**config.mk**
```make
export PLATFORM = sky130hd
export DESIGN_NAME = uart_tx_ctrl
export DESIGN_NICKNAME = d
export VERILOG_FILES = /design/src/rtl/uart_pkg.sv /design/src/rtl/uart_tx_bit_timer.sv /design/src/rtl/uart_tx_ctrl.sv
export SDC_FILE = /design/constraint.sdc
export NUM_CORES = 1
export LEC_CHECK = 0
export CAP_MARGIN = 5
export CORE_ASPECT_RATIO = 0.7
export CORE_UTILIZATION = 40
export DETAILED_ROUTE_END_ITERATION = 10
export DONT_BUFFER_PORTS = 1
export PLACE_DENSITY = 0.59
export SLEW_MARGIN = 30
export SYNTH_ARGS = -nofsm -noshare
export SYNTH_HDL_FRONTEND = slang
export SYNTH_SLANG_ARGS = --single-unit
```
**constraint.sdc**
```tcl
create_clock -name clk -period 2.3 [get_ports clk]
set_input_delay 0.115 -clock clk [delete_from_list [all_inputs] [get_ports clk]]
set_output_delay 0.115 -clock clk [all_outputs]
set_load 0.01 [all_outputs]
```
**src/rtl/uart_pkg.sv**
```systemverilog
// uart_pkg: shared UART TX constants, output-mux select codes and sequencer state encoding.
// Contents:
//    DEF_DATA_WIDTH / DEF_TICKS_PER_BIT - default frame geometry
//    SEL_START / SEL_STOP / SEL_DATA / SEL_PARITY - TX output mux select codes
//    tx_state_t - transmit sequencer states
package uart_pkg;
   localparam int DEF_DATA_WIDTH    = 8;
   localparam int DEF_TICKS_PER_BIT = 16;
   localparam logic [1:0] SEL_START  = 2'b00;
   localparam logic [1:0] SEL_STOP   = 2'b01;
   localparam logic [1:0] SEL_DATA   = 2'b10;
   localparam logic [1:0] SEL_PARITY = 2'b11;
   typedef enum logic [2:0] {IDLE, START, DATA, PARITY, STOP1, STOP2} tx_state_t;
endpackage

```
**src/rtl/uart_tx_bit_timer.sv**
```systemverilog
// uart_tx_bit_timer: counts oversampled baud ticks and flags the final tick of each bit period.
// Ports:
//    clk, rst  - clock, asynchronous active-high reset
//    clear     - hold the counter at zero (wins over tick)
//    tick      - one-clk baud tick pulse
//    bit_end   - high on the tick that completes a bit period
module uart_tx_bit_timer #(
   parameter int TICKS_PER_BIT = 16,
   localparam int CW = $clog2(TICKS_PER_BIT)
) (
   input  logic clk,
   input  logic rst,
   input  logic clear,
   input  logic tick,
   output logic bit_end
);
   logic [CW-1:0] cnt;
   assign bit_end = tick && !clear && (cnt == CW'(TICKS_PER_BIT - 1));
   always_ff @(posedge clk or posedge rst) begin
      if (rst)
         cnt <= '0;
      else if (clear)
         cnt <= '0;
      else if (tick)
         cnt <= bit_end ? '0 : cnt + 1'b1;
   end
endmodule

```
**src/rtl/uart_tx_ctrl.sv**
```systemverilog
// uart_tx_ctrl: UART transmit sequencer driving the TX output mux selects, one bit per TICKS_PER_BIT baud ticks.
// Ports:
//    clk, rst                 - clock, asynchronous active-high reset
//    baud_tick                - oversampled baud tick pulse
//    tx_data/tx_valid/tx_ready - byte handshake, accepted only in IDLE
//    parity_en/parity_odd/two_stop - frame format, latched at acceptance
//    bit_select               - output mux select (start/stop/data/parity)
//    serial_data              - current data bit (LSB of the shift register)
//    parity_bit               - parity of the latched byte
//    tx_busy / tx_done        - frame in progress / one-clk completion pulse
module uart_tx_ctrl
   import uart_pkg::*;
#(
   parameter int DATA_WIDTH    = uart_pkg::DEF_DATA_WIDTH,
   parameter int TICKS_PER_BIT = uart_pkg::DEF_TICKS_PER_BIT,
   parameter logic [1:0] SEL_START  = uart_pkg::SEL_START,
   parameter logic [1:0] SEL_STOP   = uart_pkg::SEL_STOP,
   parameter logic [1:0] SEL_DATA   = uart_pkg::SEL_DATA,
   parameter logic [1:0] SEL_PARITY = uart_pkg::SEL_PARITY
) (
   input  logic                  clk,
   input  logic                  rst,
   input  logic                  baud_tick,
   input  logic [DATA_WIDTH-1:0] tx_data,
   input  logic                  tx_valid,
   output logic                  tx_ready,
   input  logic                  parity_en,
   input  logic                  parity_odd,
   input  logic                  two_stop,
   output logic [1:0]            bit_select,
   output logic                  serial_data,
   output logic                  parity_bit,
   output logic                  tx_busy,
   output logic                  tx_done
);
   localparam int BW = $clog2(DATA_WIDTH);
   tx_state_t state, state_n;
   logic [DATA_WIDTH-1:0] shift_reg;
   logic [BW-1:0] bit_cnt;
   logic par_en_q, two_stop_q;
   logic bit_end, accept, last_bit;
   logic [1:0] sel_n;
   assign accept      = tx_valid && tx_ready;
   assign last_bit    = bit_cnt == BW'(DATA_WIDTH - 1);
   assign serial_data = shift_reg[0];
   // Held clear throughout IDLE, so a tick coinciding with acceptance is not counted.
   uart_tx_bit_timer #(.TICKS_PER_BIT(TICKS_PER_BIT)) u_timer (
      .clk     (clk),
      .rst     (rst),
      .clear   (state == IDLE),
      .tick    (baud_tick),
      .bit_end (bit_end)
   );
   always_ff @(posedge clk or posedge rst) begin
      if (rst)
         state <= IDLE;
      else
         state <= state_n;
   end
   always_comb begin
      state_n = state;
      case (state)
         IDLE:    state_n = accept ? START : IDLE;
         START:   state_n = bit_end ? DATA : START;
         DATA:    state_n = (bit_end && last_bit) ? (par_en_q ? PARITY : STOP1) : DATA;
         PARITY:  state_n = bit_end ? STOP1 : PARITY;
         STOP1:   state_n = bit_end ? (two_stop_q ? STOP2 : IDLE) : STOP1;
         STOP2:   state_n = bit_end ? IDLE : STOP2;
         default: state_n = IDLE;
      endcase
      sel_n = state_n == START  ? SEL_START  :
              state_n == DATA   ? SEL_DATA   :
              state_n == PARITY ? SEL_PARITY : SEL_STOP;
   end
   // Outputs are registered from the next state so they change on the same edge as the state.
   always_ff @(posedge clk or posedge rst) begin
      if (rst) begin
         bit_select <= SEL_STOP;
         tx_busy    <= 1'b0;
         tx_ready   <= 1'b1;
         tx_done    <= 1'b0;
         shift_reg  <= '0;
         parity_bit <= 1'b0;
         bit_cnt    <= '0;
         par_en_q   <= 1'b0;
         two_stop_q <= 1'b0;
      end else begin
         bit_select <= sel_n;
         tx_busy    <= state_n != IDLE;
         tx_ready   <= state_n == IDLE;
         tx_done    <= state != IDLE && state_n == IDLE;
         if (accept) begin
            shift_reg  <= tx_data;
            parity_bit <= ^tx_data ^ parity_odd;
            bit_cnt    <= '0;
            par_en_q   <= parity_en;
            two_stop_q <= two_stop;
         end else if (state == DATA && bit_end) begin
            shift_reg <= shift_reg >> 1;
            bit_cnt   <= bit_cnt + 1'b1;
         end
      end
   end
endmodule

```
==> impl_metrics.env, run 1 <==
export IMPL_final_common_cell="dfrtp_1"
export IMPL_ys_seq_elements=26
export IMPL_coreArea_mm2=0.00317
export IMPL_place_ws_ns=0.561
export IMPL_syn_area_per_cell_um2=10.4
export IMPL_finalInstanceArea_mm2=0.00151
export IMPL_vdd_ir_drop_max_mv=0.406
export IMPL_place_area_mm2=0.00136
export IMPL_initial_core_util_pct=42.2
export IMPL_rows=17
export IMPL_gr_total_overflow=0
export IMPL_multi_input_area_um2=623
export IMPL_finalWirelength_mm=2.33
export IMPL_crit_fanout=11
export IMPL_drv_slew=0
export IMPL_wire_per_inst_um=13.2
export IMPL_grt_pass1_wl_mm=4.22
export IMPL_drtIter0Drc=49
export IMPL_antenna_cells=0
export IMPL_seq_area_um2=653
export IMPL_rsz0062_at_grt="false"
export IMPL_drc=0
export IMPL_finalCritPeriodShare_pct=76.0
export IMPL_worst_hold_slack_ns=0.0177
export IMPL_clock_sinks=26
export IMPL_synth_warnings=0
export IMPL_setup_viol=0
export IMPL_antenna_found_initial=0
export IMPL_drv_cap=0
export IMPL_via_per_inst=5.19
export IMPL_outcome="completed"
export IMPL_yosys_area_share_simple_pct=17.0
export IMPL_fp_dieH_um=50.4
export IMPL_finalSetupTns_ns=0
export IMPL_synth_xor_area_share_pct=6.55
export IMPL_fillers=301
export IMPL_ant_nets=0
export IMPL_largest_reg_flops=8
export IMPL_dieArea_mm2=0.00358
export IMPL_cts_tree="yes"
export IMPL_muxShareOfSynthArea_pct=7.48
export IMPL_vias=914
export IMPL_tightest_slew_ns=0.625
export IMPL_place_hpwl_mm=1.71
export IMPL_fin_crit_ns=1.75
export IMPL_timing_fmax_ghz=0.572
export IMPL_required_ns=2.45
export IMPL_clock_latency_ns=0.27
export IMPL_cts_resized=0
export IMPL_end_kind="register"
export IMPL_path_clk_slew_ns=0.09
export IMPL_clock_path_buffers=2
export IMPL_crit_type="reg2reg"
export IMPL_hold_path_class="in2reg"
export IMPL_cp_start_kind="register"
export IMPL_groute_usage_overall_pct=15.5
export IMPL_syn_inst=129
export IMPL_grt_max_degree=27
export IMPL_io_pins=22
export IMPL_skew_ns=0.00653
export IMPL_crit_arrival_ns=1.89
export IMPL_gp_congestion=0.793
export IMPL_maxSlewHeadroom_pct=58.0
export IMPL_place_inst=162
export IMPL_syn_area_mm2=0.00134
export IMPL_syn_nets=147
export IMPL_synth_top_family_by_area="simple AND/OR/NAND/NOR gates"
export IMPL_finalWorstSetupSlack_ns=0.551
export IMPL_synthDistinctLibCells=36
export IMPL_grt_pass1_vias=893
export IMPL_numPortBuffers=0
export IMPL_final_cell_mix="dfrtp_1, nand2_1, dlygate4sd3_1, mux2i_1, nor2_1"
export IMPL_utilization_pct=47.7
export IMPL_drive_gt1_share_pct=13.0
export IMPL_synth_fa_ha_area_share_pct=2.81
export IMPL_cts_made_buffers=3
export IMPL_clockRootBuffer="clkbuf_8"
export IMPL_p_per_area_mw_per_mm2=941
export IMPL_final_nets=158
export IMPL_p_leak_nw=0.657
export IMPL_total_power_mw=1.42
export IMPL_stdcell_count=176
export IMPL_htreeDepth=1
export IMPL_die_x_um=71.1
export IMPL_synth_compound_area_share_pct=12.7
export IMPL_area_delta_synth_final_pct=13.1
export IMPL_hold_viol=0
export IMPL_ys_seq_area_share_pct=48.8
export IMPL_dr_pass1_iters=6
[cell type report]
class                   count  area share, %
flip-flops and latches     26           43.2
multi-input cells          90           41.2
repair buffers             13           8.27
well taps                  38           3.14
clock buffers               3           2.73
inverters                   6           1.49
[what timing repair did]
action	in CTS	in global routing
hold buffers	11	0
endpoints found under the hold margin	34	0
setup buffers	0	0
[synth_stat cells]
cell type / number / area share (%)
a41oi_1: 1 / 0.65
xnor2_1: 8 / 5.2
nand2_1: 20 / 5.6
nor2_2: 1 / 0.47
a21oi_4: 1 / 1.2
xor2_1: 2 / 1.3
a22oi_1: 1 / 0.56
inv_1: 4 / 1.1
dfstp_2: 2 / 3.9
nand2b_1: 3 / 1.4
a21o_1: 1 / 0.56
o211ai_2: 1 / 0.94
o22a_1: 1 / 0.65
nand3_1: 1 / 0.37
nor2_1: 10 / 2.8
nand4b_1: 1 / 0.65
a311oi_1: 1 / 0.65
ha_1: 3 / 2.8
mux2i_1: 10 / 7.5
a211o_1: 1 / 0.65
inv_2: 2 / 0.56
o21ai_1: 6 / 2.2
dfrtp_1: 24 / 45
o21ai_0: 3 / 1.1
nor3_4: 1 / 1.2
and2_1: 1 / 0.47
nand3b_1: 1 / 0.56
a21oi_1: 4 / 1.5
buf_6: 1 / 0.84
o221ai_2: 1 / 1.1
nor3_1: 3 / 1.1
nand4_4: 1 / 1.6
nor3_2: 1 / 0.75
o221a_2: 1 / 0.84
clkbuf_1: 2 / 0.56
buf_2: 4 / 1.5
[worst max-delay path, cell delays in order (launching register included)]
cell and delay [ns]:
dfrtp_1 0.42, ha_1 0.29, nand4_4 0.21, nor3_4 0.19, buf_4 0.23, mux2i_1 0.20
o21ai_0 0.08
[power by group]
part	leakage, nW	switching, mW	total, mW	internal [mW]
logic	0.315	0.190	0.372	0.182
registers	0.321	0.177	0.803	0.625
clock network	0.0216	0.131	0.248	0.117
[kinds of logic after synthesis]
| group | count (synthesis) |
|---|---|
| simple gates | 44 |
| flops | 26 |
| compound gates | 23 |
| buf+inv | 13 |
| xor+xnor | 10 |
| mux | 10 |
| fa+ha+maj | 3 |
[layer usage]
| layer | wire length (um) | track usage (%) | vias to the layer above |
|---|---|---|---|
| li1 | - | - | 455 |
| met1 | 1270 | 22.3 | 445 |
| met2 | 945 | 21.8 | 14 |
| met3 | 111 | 5.82 | 0 |
| met4 | 0 | 3.67 | 0 |
| met5 | 0 | 0 | - |
[final timing paths]
kind                       cells past startpoint           start  slack (ns)              to
max in group asynchronous                      2             rst        1.58   bit_select[0]
min reg2reg                                    2      two_stop_q        0.54      two_stop_q
min in group asynchronous                      2             rst        0.34         tx_busy
max reg2reg                                    6  u_timer.cnt[0]        0.55    shift_reg[1]
min                                            2       baud_tick        0.02  u_timer.cnt[1]
max                                            6  u_timer.cnt[0]        0.55    shift_reg[1]
Note: power is estimated with default switching activity, not from simulation.
==> run 2, diff against run 1 <==
Settings changed: PLACE_DENSITY 0.59 to 0.61.
Clock period 2.3 ns to 1.5 ns, I/O delays scaled along.
==> run 2 against run 1 <==
The flow now finishes with violations (setup timing). Final cell count increased by 12%. Die area unchanged. Combinational power rose by 130%. Worst hold slack improved by 0.0086 ns. Non-clock buffer count is 20 higher. Design area up 15%. First-iteration DRC count fell by 35%. Register-to-register slack got worse by 0.62 ns. Sequential share of layout area shrank 5.7 points. Count of clock-buffer cells in the layout is 1 higher.
==> impl_metrics.env, run 2 (same netlist as run 1, synthesis figures left out) <==
export IMPL_htreeDepth=1
export IMPL_crit_arrival_ns=1.76
export IMPL_initial_core_util_pct=42.2
export IMPL_finalCritPeriodShare_pct=104
export IMPL_setup_viol=12
export IMPL_slowest_delay_ns=0.40
export IMPL_fin_crit_ns=1.57
export IMPL_rsz0062_at_grt="true"
export IMPL_whs_endpoint="u_timer.cnt[2]"
export IMPL_ant_nets=0
export IMPL_rr_startpoint="bit_cnt[0]"
export IMPL_path_buf_inv=1
export IMPL_maxSlewHeadroom_pct=77.8
export IMPL_gr_total_overflow=0
export IMPL_hold_path_class="in2reg"
export IMPL_finalSetupTns_ns=-0.303
export IMPL_r2r_cells=7
export IMPL_final_nets=178
export IMPL_fillers=276
export IMPL_skew_ns=0.00228
export IMPL_wire_per_inst_um=14.0
export IMPL_hold_viol=0
export IMPL_vias=994
export IMPL_total_power_mw=2.51
export IMPL_drv_cap=0
export IMPL_crit_type="reg2reg"
export IMPL_grt_max_degree=27
export IMPL_violations="setup timing"
export IMPL_p_leak_nw=0.771
export IMPL_critical_path_top_delay_family="compound AO/OA/AOI/OAI gates"
export IMPL_required_ns=1.70
export IMPL_finalInstanceArea_mm2=0.00174
export IMPL_rrSetupSlack_ns=-0.07
export IMPL_grt_pass1_wl_mm=4.56
export IMPL_min_path_cells=3
export IMPL_io_pins=22
export IMPL_via_per_inst=5.05
export IMPL_largest_reg_flops=8
export IMPL_numPortBuffers=0
export IMPL_p_per_area_mw_per_mm2=1440
export IMPL_place_hpwl_mm=1.76
export IMPL_crit_chain="ha_2, ha_4, nand2b_1, a21o_1, o22a_1, buf_4, o221ai_2"
export IMPL_final_cell_mix="dfrtp_1, nand2_1, buf_4, dlygate4sd3_1"
export IMPL_fp_dieH_um=50.4
export IMPL_antenna_found_initial=0
export IMPL_dieArea_mm2=0.00358
export IMPL_drive_gt1_share_pct=25.8
export IMPL_crit_slowest_cell="dfrtp_1"
export IMPL_vdd_ir_drop_max_mv=0.538
export IMPL_clock_sinks=26
export IMPL_place_inst=174
export IMPL_drc=0
export IMPL_coreArea_mm2=0.00317
export IMPL_cts_tree="yes"
export IMPL_clock_latency_ns=0.27
export IMPL_path_clk_slew_ns=0.09
export IMPL_end_kind="register"
export IMPL_antenna_cells=0
export IMPL_tightest_slew_ns=0.334
export IMPL_groute_usage_overall_pct=16.8
export IMPL_cp_start_kind="register"
export IMPL_finalWirelength_mm=2.76
export IMPL_drv_slew=0
export IMPL_final_common_cell="dfrtp_1"
export IMPL_outcome="complete, but fails checks"
export IMPL_area_delta_synth_final_pct=30.2
export IMPL_die_x_um=71.1
export IMPL_min_delay_start="baud_tick"
export IMPL_rows=17
export IMPL_timing_fmax_ghz=0.639
export IMPL_drtIter0Drc=32
export IMPL_cts_made_buffers=3
export IMPL_crit_fanout=3
export IMPL_dr_pass1_iters=4
export IMPL_clockRootBuffer="clkbuf_8"
export IMPL_grt_pass1_vias=1009
export IMPL_finalWorstSetupSlack_ns=-0.0661
export IMPL_reg2reg_to="bit_select[0]"
export IMPL_clock_path_buffers=2
export IMPL_gp_congestion=0.868
export IMPL_stdcell_count=197
export IMPL_place_area_mm2=0.00148
[run 2: repair_timing]
item,in CTS,in global routing
setup buffers,4,3
endpoints found under the setup margin,7,15
hold buffers,12,0
gates resized for setup,5,2
endpoints found under the hold margin,35,0
pin swaps,6,2
[run 2: power breakdown]
group	switching, mW	internal, mW	leakage [nW]
sequential	0.236	0.959	0.321
combinational	0.417	0.449	0.421
clock	0.217	0.235	0.0288
[run 2: metrics by stage]
step	setup slack [ns]	hold WS, ns	utilization [%]
after detailed placement	-0.0620	0.0487	46.6
after global routing	-0.137	0.0378	55.0
after floorplan	0.0103	0.114	-
after global placement	-0.0563	0.0374	46.6
final	-0.0661	0.0263	55.0
after CTS	-0.00966	0.0198	54.1
[run 2: worst max path at each step]
stage	endpoint	cells past startpoint	slack [ns]	from
after floorplan	tx_done	6	0.01	u_timer.cnt[0]
after global placement	tx_done	7	-0.06	bit_cnt[0]
after detailed placement	tx_done	7	-0.06	bit_cnt[0]
after CTS	bit_select[0]	7	-0.01	bit_cnt[0]
after global routing	bit_select[0]	7	-0.14	bit_cnt[0]
final	bit_select[0]	7	-0.07	bit_cnt[0]
[run 2: routing by layer]
metal	global-route usage, %	up-vias	part of all wire, %
li1	-	494	-
met2	25.8	21	45
met4	3.00	0	0.43
met1	23.5	477	50
met3	5.42	2	4.5
met5	0	-	0
[run 2: worst min-delay path, delay by kind of cell]
family | cells | cell delay, ns
AND/OR/NAND/NOR | 2 | 0.13
XOR/XNOR | 1 | 0.06
[run 2: area by class of cell]
type | instances | area [um^2] | share of cell area, %
multi-input cells | 90 | 673 | 38.6
flip-flops and latches | 26 | 653 | 37.5
repair buffers | 33 | 290 | 16.7
clock buffers | 4 | 55.1 | 3.16
well taps | 38 | 47.5 | 2.73
inverters | 6 | 22.5 | 1.29
